File: src/rtl/tft_timing_gen_pkg.sv
// Shared definitions for the TFT timing generator.
// Holds the default panel timing, the per-axis total derivation, the
// phase-state encoding shared by both axis counters, and bus widths.
package tft_timing_gen_pkg;

  localparam int H_ACTIVE_DEF = 480;
  localparam int H_FP_DEF     = 2;
  localparam int H_SYNC_DEF   = 41;
  localparam int H_BP_DEF     = 2;

  localparam int V_ACTIVE_DEF = 272;
  localparam int V_FP_DEF     = 2;
  localparam int V_SYNC_DEF   = 10;
  localparam int V_BP_DEF     = 2;

  function automatic int axis_total(input int act, input int fp, input int sy, input int bp);
    return act + fp + sy + bp;
  endfunction

  localparam int H_TOTAL_DEF = axis_total(H_ACTIVE_DEF, H_FP_DEF, H_SYNC_DEF, H_BP_DEF);
  localparam int V_TOTAL_DEF = axis_total(V_ACTIVE_DEF, V_FP_DEF, V_SYNC_DEF, V_BP_DEF);

  localparam int CNT_W  = 10;
  localparam int ADDR_W = 17;

  typedef enum logic [1:0] {
    PH_ACTIVE = 2'd0,
    PH_FP     = 2'd1,
    PH_SYNC   = 2'd2,
    PH_BP     = 2'd3
  } phase_t;

endpackage

File: src/rtl/tft_axis_counter.sv
// One timing axis: position counter plus a 4-phase FSM.
//   state     | meaning
//   PH_ACTIVE | visible region, count 0 .. ACTIVE-1
//   PH_FP     | front porch
//   PH_SYNC   | sync pulse asserted
//   PH_BP     | back porch, ends at TOTAL-1 then wraps to 0
// Ports: CLK, nRESET (async, active-low); en (0 clears to idle at the
// next CLK); adv (advance one step); count; wrap (advancing past
// TOTAL-1 this cycle); active / sync (current phase flags).
module tft_axis_counter
  import tft_timing_gen_pkg::*;
#(
  parameter int ACTIVE = H_ACTIVE_DEF,
  parameter int FP     = H_FP_DEF,
  parameter int SYNC   = H_SYNC_DEF,
  parameter int BP     = H_BP_DEF
) (
  input  logic             CLK,
  input  logic             nRESET,
  input  logic             en,
  input  logic             adv,
  output logic [CNT_W-1:0] count,
  output logic             wrap,
  output logic             active,
  output logic             sync
);

  localparam int TOTAL = axis_total(ACTIVE, FP, SYNC, BP);

  localparam logic [CNT_W-1:0] END_ACT  = CNT_W'(ACTIVE - 1);
  localparam logic [CNT_W-1:0] END_FP   = CNT_W'(ACTIVE + FP - 1);
  localparam logic [CNT_W-1:0] END_SYNC = CNT_W'(ACTIVE + FP + SYNC - 1);
  localparam logic [CNT_W-1:0] END_BP   = CNT_W'(TOTAL - 1);

  phase_t           state, state_nxt;
  logic [CNT_W-1:0] count_nxt;

  always_ff @(posedge CLK or negedge nRESET) begin
    if (!nRESET) begin
      state <= PH_ACTIVE;
      count <= '0;
    end else begin
      state <= state_nxt;
      count <= count_nxt;
    end
  end

  always_comb begin
    state_nxt = state;
    count_nxt = count;
    if (!en) begin
      state_nxt = PH_ACTIVE;
      count_nxt = '0;
    end else if (adv) begin
      count_nxt = (count == END_BP) ? '0 : count + 1'b1;
      case (state)
        PH_ACTIVE: if (count == END_ACT)  state_nxt = PH_FP;
        PH_FP:     if (count == END_FP)   state_nxt = PH_SYNC;
        PH_SYNC:   if (count == END_SYNC) state_nxt = PH_BP;
        PH_BP:     if (count == END_BP)   state_nxt = PH_ACTIVE;
        default:                          state_nxt = PH_ACTIVE;
      endcase
    end
  end

  assign wrap   = en & adv & (count == END_BP);
  assign active = (state == PH_ACTIVE);
  assign sync   = (state == PH_SYNC);

endmodule

File: src/rtl/tft_timing_gen.sv
// TFT panel timing generator with frame-buffer fetch.
// Stage 0: horizontal/vertical axis counters and the read address.
// Stage 1: registered DE/syncs/FRAME_START, aligned with the 1-CLK BRAM
// read latency so R/G/B can be gated straight from the BRAM data.
// Ports: CLK, nRESET (async, active-low), EN (run enable);
// BRAM_R/G/B in, BRAMADDR out; Hsync, Vsync, DE, R, G, B panel outputs;
// H_COUNT/V_COUNT stage-0 position; FRAME_START first-pixel pulse.
module tft_timing_gen
  import tft_timing_gen_pkg::*;
#(
  parameter int   H_ACTIVE = H_ACTIVE_DEF,
  parameter int   H_FP     = H_FP_DEF,
  parameter int   H_SYNC   = H_SYNC_DEF,
  parameter int   H_BP     = H_BP_DEF,
  parameter int   V_ACTIVE = V_ACTIVE_DEF,
  parameter int   V_FP     = V_FP_DEF,
  parameter int   V_SYNC   = V_SYNC_DEF,
  parameter int   V_BP     = V_BP_DEF,
  parameter logic SYNC_POL = 1'b0
) (
  input  logic              CLK,
  input  logic              nRESET,
  input  logic              EN,
  input  logic [7:0]        BRAM_R,
  input  logic [7:0]        BRAM_G,
  input  logic [7:0]        BRAM_B,
  output logic [ADDR_W-1:0] BRAMADDR,
  output logic              Hsync,
  output logic              Vsync,
  output logic              DE,
  output logic [7:0]        R,
  output logic [7:0]        G,
  output logic [7:0]        B,
  output logic [CNT_W-1:0]  H_COUNT,
  output logic [CNT_W-1:0]  V_COUNT,
  output logic              FRAME_START
);

  localparam logic [ADDR_W-1:0] ADDR_MAX = ADDR_W'(H_ACTIVE * V_ACTIVE - 1);

  logic h_wrap, h_active, h_sync;
  logic v_wrap, v_active, v_sync;
  logic hde, origin;

  tft_axis_counter #(
    .ACTIVE(H_ACTIVE), .FP(H_FP), .SYNC(H_SYNC), .BP(H_BP)
  ) u_h_axis (
    .CLK    (CLK),
    .nRESET (nRESET),
    .en     (EN),
    .adv    (1'b1),
    .count  (H_COUNT),
    .wrap   (h_wrap),
    .active (h_active),
    .sync   (h_sync)
  );

  tft_axis_counter #(
    .ACTIVE(V_ACTIVE), .FP(V_FP), .SYNC(V_SYNC), .BP(V_BP)
  ) u_v_axis (
    .CLK    (CLK),
    .nRESET (nRESET),
    .en     (EN),
    .adv    (h_wrap),
    .count  (V_COUNT),
    .wrap   (v_wrap),
    .active (v_active),
    .sync   (v_sync)
  );

  assign hde    = h_active & v_active;
  assign origin = (H_COUNT == '0) && (V_COUNT == '0);

  // The address already points at the next pixel to fetch, so it stops
  // at the last pixel instead of running one past the frame.
  // v_wrap implies h_wrap, so it alone marks the return to (0,0).
  always_ff @(posedge CLK or negedge nRESET) begin
    if (!nRESET) begin
      BRAMADDR <= '0;
    end else if (!EN || v_wrap) begin
      BRAMADDR <= '0;
    end else if (hde && (BRAMADDR != ADDR_MAX)) begin
      BRAMADDR <= BRAMADDR + 1'b1;
    end
  end

  always_ff @(posedge CLK or negedge nRESET) begin
    if (!nRESET) begin
      DE          <= 1'b0;
      Hsync       <= ~SYNC_POL;
      Vsync       <= ~SYNC_POL;
      FRAME_START <= 1'b0;
    end else if (!EN) begin
      DE          <= 1'b0;
      Hsync       <= ~SYNC_POL;
      Vsync       <= ~SYNC_POL;
      FRAME_START <= 1'b0;
    end else begin
      DE          <= hde;
      Hsync       <= h_sync ? SYNC_POL : ~SYNC_POL;
      Vsync       <= v_sync ? SYNC_POL : ~SYNC_POL;
      FRAME_START <= hde & origin;
    end
  end

  assign R = DE ? BRAM_R : 8'h00;
  assign G = DE ? BRAM_G : 8'h00;
  assign B = DE ? BRAM_B : 8'h00;

endmodule

File: config.mk
export PLATFORM = sky130hd
export DESIGN_NAME = tft_timing_gen
export DESIGN_NICKNAME = d
export VERILOG_FILES = /design/src/rtl/tft_timing_gen_pkg.sv /design/src/rtl/tft_axis_counter.sv /design/src/rtl/tft_timing_gen.sv
export SDC_FILE = /design/constraint.sdc
export NUM_CORES = 1
export LEC_CHECK = 0
export BUFFER_PORTS_ARGS = -buffer_cell sky130_fd_sc_hd__buf_2
export CAP_MARGIN = 10
export CORE_MARGIN = 3
export CORE_UTILIZATION = 51
export DETAILED_ROUTE_END_ITERATION = 7
export GPL_TIMING_DRIVEN = 0
export HOLD_SLACK_MARGIN = 0.03
export PLACE_DENSITY = 0.84
export SYNTH_ARGS = -nofsm -noshare
export SYNTH_HDL_FRONTEND = slang
export SYNTH_SLANG_ARGS = --single-unit
File: constraint.sdc
create_clock -name CLK -period 2.66 [get_ports CLK]
set_clock_uncertainty 0.1 [all_clocks]
set_input_delay 0.532 -clock CLK [delete_from_list [all_inputs] [get_ports CLK]]
set_output_delay 0.532 -clock CLK [all_outputs]
set_load 0.005 [all_outputs]
==> run metrics, run 1 <==
status finished clean; first-pass detailed-route iteration total 5; CTS max path bufs 2; ys flop type dfrtp_1; synth top area cells dfrtp_1 (39%), ha_1 (7.2%), and2_1 (5.7%), nor2_1 (4.7%), nand3_1 (4.5%); CTS tree yes; H-tree levels 2; routed len/inst 13.89 um; Layout Area Growth over Synthesis 22.51%; PortBufs 91; max-cap check violation count 0; largest net degree at the start of global routing 46; clk slew on worst S/H paths 90 ps; mux cell area share after synthesis less than 1%; row count 26; CP required 2780 ps; cell family with most CP delay simple AND/OR/NAND/NOR gates; ratio of final minimum period to clock period between 90% and 100%; grt ovf 0; Netlist cell types 49; worst hold path class in -> async; post-route cell area roughly 3400 um^2; setup slack after layout ~150 ps; top cell type's share of synthesized area 38.88%; largest area contributor in the netlist dfrtp_1; Die Span X 79.67 um; number of global-route vias before repair 2,388; ANT nets after route 0; Post-Syn Area 2768 um^2; count of endpoints failing hold in the final timing report 0; Post-Syn Instances 301; Via density 5.545; Place WS ~170 ps; chip height between 70 and 80 um; drt initial violations around 140; placed inst area 3311 um^2; setup bufs post-CTS 0; Setup crit end kind flop; Total GRT Usage between 20% and 30%; Post-Syn Nets 344; Die Area ~6300 um^2; RSZ-0062 raised after global routing no; Worst-Margin Slew 999.1 ps; n_diodes 0; WP data arrival 2630 ps; simple-gate share of the synthesized area between 20 and 30%; crit path buf inv count 0; Highest Clock Rate 398.3 MHz; Setup CP Type reg -> reg; sequential fraction of the synthesis area 40.78%; Resize count post-CTS 0; Post-synth EDFFs 0; clock buffer count from CTS 5; cells along the critical path or4_4 > nor4b_4 > nand3_2 > or3_1 > o21ai_0; Lkg Pwr between 0.0015 and 0.002 uW; xor/xnor cell area share of the yosys netlist 6.962%; Post-CTS Hold Buffers 0; Final GP Congestion 0.8690; largest family of logic cells by synthesized area simple AND/OR/NAND/NOR gates; initial core utilization 53.51%; crit path max fanout 10; root buf cell clkbuf_8; Ys Warns 0; Yosys reg bits 45; max incr delay on CP 610 ps; core area 5172 um^2; Nets roughly 440; TNS Setup 0 ps; Post-route DRC 0; post-route insts no fill 470; max-slew violation count 0; initial antenna violation count 0; Synth Area per Inst 9.195 um^2; # clock sinks 45; global-route wire length before repair 10,650 um; Inst Count DP 462; DP HPWL 4847 um; P per Cell Area 395.6 nW/um^2; routed vias 2,606; share of cells above drive strength 1 27.50%; IO Count between 90 and 100; final setup violation count 0; clock latency on the worst-skew pair 290 ps; Slew HR 33.39%; worst vdd ir 0.3321 mV; Worst path slowest cell nor4b_4; final WL 6527 um; Final min period ~2500 ps; Critical Path Start Type flop; synthesized-area fraction occupied by adder cells 7.233%; post-synthesis compound-gate area fraction between 10 and 15%; ys async rst share 100.0%
[path summary, 6_finish.rpt]
path | cells after the start | start | slack (ps) | endpoint
worst min-delay path | 1 | nRESET | 300 | BRAMADDR[16]
max in group asynchronous | 1 | nRESET | 1540 | u_v_axis.count[6]
worst max-delay path | 5 | u_h_axis.count[6] | 150 | u_v_axis.count[8]
worst max register to register | 5 | u_h_axis.count[6] | 150 | u_v_axis.count[8]
min in group CLK | 1 | u_v_axis.count[9] | 400 | u_v_axis.count[9]
worst min register to register | 1 | u_v_axis.count[9] | 400 | u_v_axis.count[9]
[cell type report]
type / instances / area (um^2)
fill: 427 / 1782
multi-input combinational: 233 / 1534
sequential: 45 / 1129
timing repair buffer: 91 / 455.4
tap: 70 / 87.58
clock buffer: 8 / 80.08
buffer: 9 / 52.55
inverter: 14 / 52.55
[worst reg2reg max path: stages (launching register included)]
cell and delay (ps):
dfrtp_1 460, or4_4 600, nor4b_4 610, nand3_2 210, or3_1 380, o21ai_0 80
[cells in the final DEF, fill, tap and decap left out, types with 3 or more instances in the layout]
cell,count
nand2b_1,5
and3_1,11
and2_1,25
a31oi_1,4
ha_1,16
nand3_1,25
or3_1,4
clkbuf_8,5
inv_1,14
buf_2,91
xor2_1,11
o31ai_1,5
a21oi_1,5
clkbuf_1,7
nor4_1,4
a311o_1,3
o21ai_1,3
nand4_1,8
xnor2_1,11
nor2_1,35
o21ai_0,14
nand2_1,16
dfrtp_1,43
[synthesized netlist by cell type (3+ instances only)]
| cell | count |
|---|---|
| a21oi_1 | 5 |
| xnor2_1 | 11 |
| clkbuf_1 | 4 |
| nand2_1 | 16 |
| nor2_1 | 35 |
| xor2_1 | 11 |
| o21ai_1 | 3 |
| nor4_1 | 4 |
| o31ai_1 | 5 |
| ha_1 | 16 |
| nand2b_1 | 5 |
| a311o_1 | 3 |
| or3_1 | 4 |
| and2_1 | 25 |
| nand4_1 | 8 |
| o21ai_0 | 14 |
| a31oi_1 | 4 |
| and3_1 | 11 |
| dfrtp_1 | 43 |
| nand3_1 | 25 |
| inv_1 | 14 |
[state kept, by name, indices dropped and copies added (netlist names), 2 cells and up]
name and count:
u_v_axis.count 10, u_h_axis.count 10, BRAMADDR 17, u_v_axis.state 2, u_h_axis.state 2
[layer usage]
metal / up-vias / track usage [%] / share of wire (%)
met3: 8 / 5.192 / 8.4
met5: - / 0 / 0
met1: 1222 / 26.78 / 43
met4: 0 / 3.952 / 0.63
met2: 113 / 34.89 / 48
li1: 1263 / - / -
[power by group]
group / leakage [uW] / total [uW] / internal (uW) / switching (uW)
registers: 0.000614 / 725 / 702 / 23.3
logic: 0.00103 / 203 / 97.3 / 105
clock network: 0.0000395 / 414 / 187 / 227
total: 0.00168 / 1340 / 986 / 355
[kinds of logic (layout without fill, tap and decap cells)]
family / Yosys count / in the layout
DFF: 45 / 45
muxes: 1 / 1
xor gates and xnor gates: 22 / 22
AOI/OAI and AO/OA: 47 / 47
adders and majority gates: 16 / 16
buffers and inverters: 23 / 122
and+or+nand+nor: 147 / 147
[metrics by stage]
step                      hold slack [ps]  total power [uW]  util (%)
after floorplan                     136.4             841.1         -
after global placement              385.6             935.7     64.01
after detailed placement            391.2             942.8     64.01
after CTS                           334.9              1357     65.55
after global routing                358.3              1412     65.55
final                               302.1              1341     65.55
Power figures use the tool's default switching activity.
==> run 2: changes to the inputs <==
Settings changed: PLACE_DENSITY 0.84 to 0.81.
==> run metrics, run 2 (synthesis gave the netlist of run 1 again) <==
status finished clean (unchanged); chip height 79.67 um (unchanged); TNS Setup 0 ps (unchanged); ratio of final minimum period to clock period 95.80% (was 94.38%); routed vias 2,590 (was 2,606); Final GP Congestion 0.8436 (was 0.8690); Worst path slowest cell or4_1 (was nor4b_4); Resize count post-CTS 0 (unchanged); n_diodes 0 (unchanged); CP required 2760 ps (was 2780 ps); Highest Clock Rate 392.4 MHz (was 398.3 MHz); Layout Area Growth over Synthesis 23.19% (was 22.51%); number of global-route vias before repair 2,477 (was 2,388); share of cells above drive strength 1 27.75% (was 27.50%); Die Area 6347 um^2 (unchanged); clock buffer count from CTS 5 (unchanged); core area 5172 um^2 (unchanged); global-route wire length before repair 11,450 um (was 10,650 um); routed len/inst 14.58 um (was 13.89 um); crit path buf inv count 3 (was 0); Worst-Margin Slew 993.6 ps (was 999.1 ps); largest registers BRAMADDR x17, u_h_axis.count x10, u_v_axis.count x10 (unchanged); Total GRT Usage 22.24% (was 20.62%); Multi-input gate area 1543 um^2 (was 1534 um^2); Setup CP Type reg -> reg (unchanged); final WL 6853 um (was 6527 um); commonest non-fill, non-tap cell in the layout buf_2 (unchanged); ANT nets after route 0 (unchanged); crit path max fanout 10 (unchanged); FF/Latch Area 1129 um^2 (unchanged); final hold slack 284.6 ps (was 302.1 ps); Final min period 2548 ps (was 2510 ps); worst vdd ir 0.2833 mV (was 0.3321 mV); CTS max path bufs 2 (unchanged); PortBufs 91 (unchanged); IO Count 92 (unchanged); final setup violation count 0 (unchanged); Die Span X 79.67 um (unchanged); WP data arrival 2650 ps (was 2630 ps); max incr delay on CP 540 ps (was 610 ps); Nets 442 (unchanged); count of endpoints failing hold in the final timing report 0 (unchanged); grt ovf 0 (unchanged); max-cap check violation count 0 (unchanged); CTS tree yes (unchanged); Setup crit end kind flop (unchanged); cell family with most CP delay simple AND/OR/NAND/NOR gates (unchanged); Critical Path Start Type flop (unchanged); Post-CTS Hold Buffers 0 (unchanged); Via density 5.511 (was 5.545); initial core utilization 53.51% (unchanged); first-pass detailed-route iteration total 5 (unchanged); DP HPWL 4977 um (was 4847 um); final-layout fill cell count 429 (was 427); commonest cells after routing, fill and taps aside buf_2 (91), dfrtp_1 (43), nor2_1 (35), nand3_1 (25), and2_1 (25) (unchanged); max-slew violation count 0 (unchanged); largest reg by FF count BRAMADDR (unchanged); Largest register FFs 17 (unchanged); P per Cell Area 405.1 nW/um^2 (was 395.6 nW/um^2); RSZ-0062 raised after global routing no (unchanged); worst hold path class in -> async (unchanged); # clock sinks 45 (unchanged); Slew HR 33.76% (was 33.39%); initial antenna violation count 0 (unchanged); root buf cell clkbuf_8 (unchanged); drt initial violations 92 (was 137); row count 26 (unchanged); cells along the critical path or4_1 > clkbuf_1 > or3_1 > o21ai_2 > buf_4 > buf_6 > nor2_1 (was or4_4 > nor4b_4 > nand3_2 > or3_1 > o21ai_0); largest net degree at the start of global routing 46 (unchanged); Lkg Pwr 0.001690 uW (was 0.001683 uW); clk slew on worst S/H paths 80 ps (was 90 ps); H-tree levels 2 (unchanged); setup bufs post-CTS 0 (unchanged); clock latency on the worst-skew pair 310 ps (was 290 ps); Post-route DRC 0 (unchanged)
[run 2: cell count changes in the layout (fill, tap and decap cells not counted)]
cell and delta:
o31ai_2 -1, clkbuf_1 -1, clkbuf_8 +1, o31ai_4 +1
[run 2: cell type report]
class                      count  share of cell area (%)
clock buffer                   8                   2.642
sequential                    45                   33.10
inverter                      14                   1.541
tap                           70                   2.569
timing repair buffer          91                   13.36
buffer                         9                   1.541
multi-input combinational    233                   45.25
[run 2: stage by stage]
step / utilization, % / power (uW) / setup slack, ps / cell area, um^2 / cells
after floorplan: - / 841.1 / 383.4 / 2768 / 301
after global placement: 64.01 / 934.8 / 198.1 / 3311 / 462
after detailed placement: 64.01 / 944.9 / 183.7 / 3311 / 462
after CTS: 65.75 / 1390 / 159.5 / 3401 / 470
after global routing: 65.92 / 1435 / 2.509 / 3410 / 470
final: 65.92 / 1381 / 111.7 / 3410 / 470
[run 2: final timing paths]
| check | from | cells past startpoint | endpoint | slack (ps) |
|---|---|---|---|---|
| worst max-delay path | u_v_axis.count[5] | 7 | BRAMADDR[8] | 110 |
| worst min-delay path | nRESET | 1 | BRAMADDR[0] | 280 |
| worst max register to register | u_v_axis.count[5] | 7 | BRAMADDR[8] | 110 |
| worst min register to register | u_v_axis.count[9] | 1 | u_v_axis.count[9] | 410 |
| max in group asynchronous | nRESET | 1 | u_h_axis.count[6] | 1560 |
| min in group CLK | u_v_axis.count[9] | 1 | u_v_axis.count[9] | 410 |
[run 2: power by group]
part	switching (uW)	internal [uW]	total, uW
logic	107	98.5	205
registers	23.0	702	725
clock network	239	212	452
[run 2: routing by layer]
metal	track usage [%]	vias up	share of wire, %
met2	40.57	73	52
met3	3.725	8	5.4
li1	-	1254	-
met4	6.357	0	1.1
met5	0	-	0
met1	26.65	1255	41
==> run 3: changes to the inputs <==
Clock period 2.66 ns to 2.5 ns, I/O delays scaled along.
==> run metrics, run 3 (synthesis gave the netlist of run 1 again) <==
post-route cell area 3448 um^2 (was 3410 um^2); root buf cell clkbuf_8 (unchanged); cell family with most CP delay simple AND/OR/NAND/NOR gates (unchanged); Worst-Margin Slew 997.0 ps (was 993.6 ps); core area 5172 um^2 (unchanged); R2R Path Start u_v_axis.count[5] (unchanged); Worst path slowest cell or4_1 (unchanged); largest net degree at the start of global routing 46 (unchanged); global-route wire length before repair 11,450 um (unchanged); max-cap check violation count 0 (unchanged); drt initial violations 125 (was 92); DP HPWL 4977 um (unchanged); PortBufs 91 (unchanged); most frequent CP cell buf_6; Final min period 2412 ps (was 2548 ps); largest reg by FF count BRAMADDR (unchanged); worst vdd ir 0.3070 mV (was 0.2833 mV); initial antenna violation count 0 (unchanged); Nets 443 (was 442); number of global-route vias before repair 2,479 (was 2,477); Lkg Pwr 0.001700 uW (was 0.001690 uW); Via density 5.561 (was 5.511); # clock sinks 45 (unchanged); Post-route DRC 0 (unchanged); CTS max path bufs 2 (unchanged); chip height 79.67 um (unchanged); Die Span X 79.67 um (unchanged); H-tree levels 2 (unchanged); final WL 6959 um (was 6853 um); routed len/inst 14.77 um (was 14.58 um); Power, Total 1470 uW (was 1381 uW); Final GP Congestion 0.8436 (unchanged); Setup crit end kind flop (unchanged); grt ovf 0 (unchanged); P per Cell Area 426.4 nW/um^2 (was 405.1 nW/um^2); Critical Path Start u_v_axis.count[5] (unchanged); commonest cells after routing, fill and taps aside buf_2 (91), dfrtp_1 (41), nor2_1 (34), nand3_1 (25), and2_1 (25) (was buf_2 (91), dfrtp_1 (43), nor2_1 (35), nand3_1 (25), and2_1 (25)); IO Count 92 (unchanged); n_diodes 0 (unchanged); clock latency on the worst-skew pair 310 ps (about the same); cells along the critical path or4_1 > or3_4 > o21ai_4 > buf_6 > buf_6 > nor2_1 (was or4_1 > clkbuf_1 > or3_1 > o21ai_2 > buf_4 > buf_6 > nor2_1); largest registers BRAMADDR x17, u_h_axis.count x10, u_v_axis.count x10 (unchanged); ratio of final minimum period to clock period 96.48% (was 95.80%); CTS tree yes (unchanged); status finished clean (unchanged); row count 26 (unchanged); CP required 2600 ps (was 2760 ps); Layout Area Growth over Synthesis 24.59% (was 23.19%); clk slew on worst S/H paths 80 ps (about the same); Critical Path Start Type flop (unchanged); Die Area 6347 um^2 (unchanged); count of endpoints failing hold in the final timing report 0 (unchanged); first-pass detailed-route iteration total 4 (was 5); clock buffer count from CTS 5 (unchanged); commonest non-fill, non-tap cell in the layout buf_2 (unchanged); ANT nets after route 0 (unchanged); Largest register FFs 17 (unchanged); max-slew violation count 0 (unchanged); Setup CP Type reg -> reg (unchanged); setup slack after layout 87.88 ps (was 111.7 ps); crit path buf inv count 2 (was 3); Slew HR 33.53% (was 33.76%); Highest Clock Rate 414.6 MHz (was 392.4 MHz); Post-CTS Hold Buffers 0 (unchanged); Total GRT Usage 22.24% (unchanged); routed vias 2,619 (was 2,590); WP data arrival 2510 ps (was 2650 ps); crit path max fanout 10 (unchanged); initial core utilization 53.51% (unchanged); placed inst area 3311 um^2 (unchanged); final setup violation count 0 (unchanged); max incr delay on CP 710 ps (was 540 ps); share of cells above drive strength 1 29.43% (was 27.75%); worst hold path class in -> async (unchanged); Place WS 23.68 ps (was 183.7 ps)
-- run 3: per-layer routing --
layer / share of wire (%) / vias up / routed length, um / track usage (%)
met4: 1.2 / 0 / 86 / 6.357
met3: 4.5 / 8 / 315 / 3.725
met5: 0 / - / 0 / 0
met2: 53 / 68 / 3690 / 40.57
li1: - / 1254 / - / -
met1: 41 / 1289 / 2867 / 26.65
-- run 3: worst reg2reg max path: stages, from the launching register on --
cell and delay, ps:
dfrtp_2 470, or4_1 710, or3_4 490, o21ai_4 160
buf_6 160, buf_6 150, nor2_1 60
-- run 3: final timing paths --
check / end / slack, ps / cells after the start
worst max register to register: BRAMADDR[8] / 90 / 6
worst min register to register: u_v_axis.count[9] / 410 / 1
min in group CLK: u_v_axis.count[9] / 410 / 1
max in group asynchronous: u_h_axis.count[6] / 1360 / 1
worst max-delay path: BRAMADDR[8] / 90 / 6
worst min-delay path: BRAMADDR[0] / 260 / 1
-- run 3: what timing repair did --
action,4_1_cts,5_1_grt
endpoints found under the hold margin,0,0
pin swaps,0,1
gates resized for setup,1,7
endpoints found under the setup margin,1,25
buffers inserted,0,2
-- run 3: power by group --
| part | internal [uW] | switching [uW] |
|---|---|---|
| clock | 226 | 253 |
| combinational | 106 | 114 |
| sequential | 746 | 24.7 |
-- run 3: per-stage QoR --
step	setup TNS, ps	hold WS [ps]	instances	utilization (%)
finish	0	255.7	471	66.67
global route	-3.976	342.8	471	66.67
CTS	0	293.3	470	65.84
detailed placement	0	401.8	462	64.01
global placement	0	387.3	462	64.01
floorplan	0	104.4	301	-
-- run 3: layout make-up --
cell class	count	area [um^2]
Fill cell	433	1724
Multi-Input combinational cell	233	1564
Sequential cell	45	1131
Timing Repair Buffer	93	470.5
Clock buffer	8	90.09
Tap cell	70	87.58
Buffer	8	52.55
Inverter	14	52.55
